File: src/rtl/axi_stream_receiver.sv
// axi_stream_receiver
// Receive side of the 16-bit AXI4-Stream link for SHA3 state transfer.
// Packs up to BEATS beats of DATA_W bits into one WORD_W word and hands it
// downstream with a valid/ready handshake. One completed word is held; the
// stream is backpressured (TREADY=0) until that word is consumed.
//
// Ports
//   ACLK, ARESET          clock, synchronous active-high reset
//   TVALID/TREADY/TDATA   stream beat handshake and data (lane 0 = [7:0])
//   TKEEP/TSTRB           per-byte present / per-byte data qualifiers
//   TID/TDEST/TUSER/TLAST stream sideband
//   rxstate, rx_valid     assembled word and its valid flag
//   rx_ready              downstream consumes the held word
//   rx_bytes              kept-byte count of the word (0..16)
//   rx_last               word was closed by TLAST
//   rx_tid, rx_dest       sideband of the word's first beat
//   rx_user               OR of TUSER over the word's beats
//   rx_err                protocol error seen inside the word
module axi_stream_receiver #(
   parameter int DATA_W = 16,
   parameter int WORD_W = 128
) (
   input  logic                ACLK,
   input  logic                ARESET,
   input  logic                TVALID,
   output logic                TREADY,
   input  logic [DATA_W-1:0]   TDATA,
   input  logic [DATA_W/8-1:0] TKEEP,
   input  logic [DATA_W/8-1:0] TSTRB,
   input  logic [6:0]          TID,
   input  logic                TDEST,
   input  logic                TUSER,
   input  logic                TLAST,
   output logic [WORD_W-1:0]   rxstate,
   output logic                rx_valid,
   input  logic                rx_ready,
   output logic [4:0]          rx_bytes,
   output logic                rx_last,
   output logic [6:0]          rx_tid,
   output logic                rx_dest,
   output logic                rx_user,
   output logic                rx_err
);

   localparam int NB    = DATA_W / 8;
   localparam int BEATS = WORD_W / DATA_W;
   localparam int KW    = $clog2(BEATS);

   typedef enum logic {COLLECT, HOLD} state_e;

   state_e            state_q, state_d;
   logic [KW-1:0]     k_q, k_d;
   logic [WORD_W-1:0] word_q, word_d;
   logic [4:0]        bytes_q, bytes_d;
   logic              last_q, last_d;
   logic [6:0]        tid_q, tid_d;
   logic              dest_q, dest_d;
   logic              user_q, user_d;
   logic              err_q, err_d;

   logic              accept;
   logic              beat_last;
   logic [DATA_W-1:0] lane;
   logic [4:0]        kept;

   // TREADY depends only on state and reset, never on rx_ready.
   assign TREADY = !ARESET && (state_q == COLLECT);
   assign accept = TVALID && TREADY;

   always_comb begin
      state_d   = state_q;
      k_d       = k_q;
      word_d    = word_q;
      bytes_d   = bytes_q;
      last_d    = last_q;
      tid_d     = tid_q;
      dest_d    = dest_q;
      user_d    = user_q;
      err_d     = err_q;
      beat_last = (k_q == KW'(BEATS - 1)) || TLAST;
      lane      = '0;
      kept      = '0;
      // Only bytes that are both kept and data land in the word.
      for (int b = 0; b < NB; b++) begin
         lane[8*b +: 8] = (TKEEP[b] && TSTRB[b]) ? TDATA[8*b +: 8] : 8'h00;
         kept           = kept + 5'(TKEEP[b]);
      end
      case (state_q)
         COLLECT: begin
            if (accept) begin
               // First beat of a word: drop the previous word's contents.
               if (k_q == '0) begin
                  word_d  = '0;
                  bytes_d = '0;
                  err_d   = 1'b0;
                  user_d  = 1'b0;
                  tid_d   = TID;
                  dest_d  = TDEST;
               end
               word_d[int'(k_q)*DATA_W +: DATA_W] = lane;
               bytes_d = bytes_d + kept;
               user_d  = user_d | TUSER;
               if (((k_q != '0) && ((TID != tid_q) || (TDEST != dest_q))) ||
                   (!beat_last && (TKEEP != '1)))
                  err_d = 1'b1;
               if (beat_last) begin
                  last_d  = TLAST;
                  k_d     = '0;
                  state_d = HOLD;
               end else begin
                  k_d = k_q + 1'b1;
               end
            end
         end
         HOLD: begin
            if (rx_ready) state_d = COLLECT;
         end
         default: state_d = COLLECT;
      endcase
   end

   always_ff @(posedge ACLK) begin
      if (ARESET) begin
         state_q <= COLLECT;
         k_q     <= '0;
         word_q  <= '0;
         bytes_q <= '0;
         last_q  <= 1'b0;
         tid_q   <= '0;
         dest_q  <= 1'b0;
         user_q  <= 1'b0;
         err_q   <= 1'b0;
      end else begin
         state_q <= state_d;
         k_q     <= k_d;
         word_q  <= word_d;
         bytes_q <= bytes_d;
         last_q  <= last_d;
         tid_q   <= tid_d;
         dest_q  <= dest_d;
         user_q  <= user_d;
         err_q   <= err_d;
      end
   end

   assign rxstate  = word_q;
   assign rx_valid = (state_q == HOLD);
   assign rx_bytes = bytes_q;
   assign rx_last  = last_q;
   assign rx_tid   = tid_q;
   assign rx_dest  = dest_q;
   assign rx_user  = user_q;
   assign rx_err   = err_q;

endmodule

File: config.mk
export PLATFORM = sky130hd
export DESIGN_NAME = axi_stream_receiver
export DESIGN_NICKNAME = d
export VERILOG_FILES = /design/src/rtl/axi_stream_receiver.sv
export SDC_FILE = /design/constraint.sdc
export NUM_CORES = 1
export LEC_CHECK = 0
export BUFFER_PORTS_ARGS = -buffer_cell sky130_fd_sc_hd__buf_2
export CAP_MARGIN = 20
export CORE_ASPECT_RATIO = 0.7
export CORE_UTILIZATION = 51
export DETAILED_ROUTE_END_ITERATION = 7
export HOLD_SLACK_MARGIN = 0.12
export PLACE_DENSITY = 0.79
export SLEW_MARGIN = 5
export SYNTH_ARGS = -nofsm -noshare
export SYNTH_HDL_FRONTEND = slang
export SYNTH_SLANG_ARGS = --single-unit
File: constraint.sdc
create_clock -name ACLK -period 3.28 [get_ports ACLK]
set_clock_uncertainty 0.2 [all_clocks]
set_input_delay 0.656 -clock ACLK [delete_from_list [all_inputs] [get_ports ACLK]]
set_output_delay 0.656 -clock ACLK [all_outputs]
set_load 0.01 [all_outputs]
==> flow_summary.json <==
{
  "status": "finished clean",
  "cts_setup_buffers": 0,
  "timing.final.crit_share": 0.929,
  "place_congestion": 0.909,
  "required_ns": 3.43,
  "drive_above_1_share": 0.324,
  "worstMarginPinSlew_ns": 0.838,
  "fill_cells": 892,
  "fp.dieW_um": 131,
  "synth_cells": 621,
  "ys_warn_count": 0,
  "cts_buffers": 17,
  "synth_flop_cell": "dfxtp_1",
  "yosysSeqAreaShare": 0.501,
  "design.die.area_um2": 12000,
  "die_h_um": 92.1,
  "syn_area_um2": 5920,
  "worstSkewPairLatency_ns": 0.41,
  "cellLeakagePower_nw": 3.15,
  "grt_pass1_wl_um": 27400,
  "ys_ff_latch": 148,
  "num-nets-final": 813,
  "critPathArrivalTime_ns": 3.19,
  "syn_area_per_cell_um2": 9.53,
  "cap_viol_max_count": 0,
  "io_pins": 180,
  "dp_hpwl_um": 12300,
  "grt_overflow": 0,
  "clk_pin_slew_ns": 0.06,
  "clockBufferDepth": 2,
  "drt_first_pass_iters": 5,
  "start_kind": "flop",
  "grt_max_degree": 56,
  "hold_path_class": "flop to flop",
  "rows": 32,
  "hold_buffers": 0,
  "syn-num-nets": 661,
  "hold_ws_ns": 0.261,
  "syn2layout_area_growth_pct": 25.5,
  "multi_input_area_um2": 2640,
  "num_vias": 5575,
  "whs_path_depth": 1,
  "crit_path_max_fanout": 16,
  "synth_edf_count": 0,
  "p_per_area_nw_per_um2": 536,
  "seq_area_um2": 2960,
  "vias_per_cell": 5.94,
  "layout_min_cycle_time_ns": 3.05,
  "start_util": 0.530,
  "hold_viol_final": 0,
  "async_flop_share": 0,
  "wl_per_cell_um": 19.1,
  "synth.distinct_cells": 54,
  "fin_util": 0.665,
  "antenna_cells": 0,
  "cts-htree-levels": 4,
  "wl_um": 17900,
  "cts_tree": "yes",
  "antenna_found_initial": 0,
  "drt_iter0_markers": 533,
  "r2r_cells": 8,
  "drt.antenna.violating_nets": 0,
  "peakVddDrop_mv": 0.409,
  "slew-limit-headroom": 0.439,
  "p_total_mw": 3.98,
  "fin_tns_setup_ns": 0,
  "core_um2": 11200,
  "end_kind": "flop",
  "worstSetupPathType": "flop to flop",
  "maxSlewViolCount": 0,
  "grt_usage": 0.302,
  "clkSinkCount": 148,
  "port_buffers": 179,
  "fmax_mhz": 328,
  "cts-root-buf": "clkbuf_16",
  "rsz0062_at_grt": "no",
  "finalSetupViolations": 0,
  "post_cts_resize_count": 0,
  "drc_errors": 0,
  "first_global_vias": 5147
}
placed cells by master (no fill, tap or decap), types with 4 or more instances in the layout:
master,instances
a21oi_1,36
a22oi_1,21
a32o_1,30
a32oi_1,30
buf_2,178
buf_4,18
clkbuf_16,17
clkinvlp_4,5
dfxtp_1,148
ha_1,5
inv_1,8
inv_6,4
mux2_2,13
nand2_1,58
nand3_1,44
nand4_1,5
nand4b_1,11
nor2_1,77
nor3_1,4
nor4_1,4
o21ai_0,15
xnor2_1,7
cells by family (layout without fill, tap and decap cells):
family | count (synthesis) | in the layout | synth area share
xor gates and xnor gates | 8 | 8 | 0.0118
buffers and inverters | 71 | 236 | 0.0571
muxes | 16 | 16 | 0.0300
and+or+nand+nor | 230 | 230 | 0.208
adders and majority gates | 6 | 6 | 0.0140
DFF | 148 | 148 | 0.501
AOI/OAI and AO/OA | 142 | 142 | 0.179
synthesized netlist by cell type, drive strengths merged (2+ instances only):
cell	count	area share
a21oi	36	0.030
a22oi	21	0.027
a31oi	4	0.0053
a32o	30	0.051
a32oi	30	0.044
and2	2	0.0021
and3	3	0.0032
and4b	3	0.0051
buf	27	0.029
clkbuf	36	0.023
dfxtp	148	0.50
ha	5	0.011
inv	8	0.0051
mux2	14	0.027
mux2i	2	0.0034
nand2	58	0.037
nand2b	2	0.0034
nand3	44	0.037
nand4	6	0.0089
nand4b	11	0.016
nor2	77	0.049
nor3	5	0.0061
nor4	7	0.015
nor4b	3	0.011
o21ai	15	0.013
or4	2	0.0032
xnor2	7	0.010
metal layers:
metal	GRT usage	wire (µm)
met1	0.417	7830
met4	0.0862	137
met3	0.0846	1780
met2	0.456	8150
met5	0	0
flip-flops by register name, indices dropped and copies added (netlist names):
| signal | count |
|---|---|
| rx_err | 1 |
| rxstate | 128 |
| rx_valid | 1 |
| rx_tid | 7 |
| rx_last | 1 |
| rx_user | 1 |
| k_q | 3 |
| rx_dest | 1 |
| rx_bytes | 5 |
per-stage QoR:
| stage | setup WS (ns) | std cells | cell area [µm²] |
|---|---|---|---|
| after floorplan | 0.462 | 621 | 5920 |
| after global placement | 0.463 | 907 | 6850 |
| after detailed placement | 0.286 | 907 | 6850 |
| after CTS | 0.256 | 939 | 7430 |
| after global routing | 0.0262 | 939 | 7430 |
| final | 0.234 | 939 | 7430 |
critical path: stages, from the launching register on:
cell	delay, ns
dfxtp_1	0.61
inv_1	0.09
ha_1	0.20
ha_1	0.31
buf_4	0.24
and4bb_2	0.36
a31oi_2	0.71
a32oi_1	0.14
nor2_1	0.13
worst paths after layout:
kind                     from           end  slack, ns
setup / recovery       k_q[1]  rxstate[113]       0.23
hold / removal    rxstate[40]   rxstate[40]       0.26
setup reg to reg       k_q[1]  rxstate[113]       0.23
hold reg to reg   rxstate[40]   rxstate[40]       0.26
where the power goes:
| part | leakage (nW) | switching, mW | internal (mW) | total, mW |
|---|---|---|---|---|
| combinational | 1.68 | 0.183 | 0.0777 | 0.261 |
| clock | 0.270 | 0.812 | 1.09 | 1.90 |
| sequential | 1.19 | 0.0124 | 1.81 | 1.82 |
cell type report:
type                       count  area share
clock inverter                14      0.0192
inverter                       8     0.00404
multi-input combinational    402       0.355
sequential                   148       0.399
timing repair buffer         196       0.138
tap                          153      0.0258
clock buffer                  18      0.0591
No activity file was read; power rests on OpenSTA's default activity.
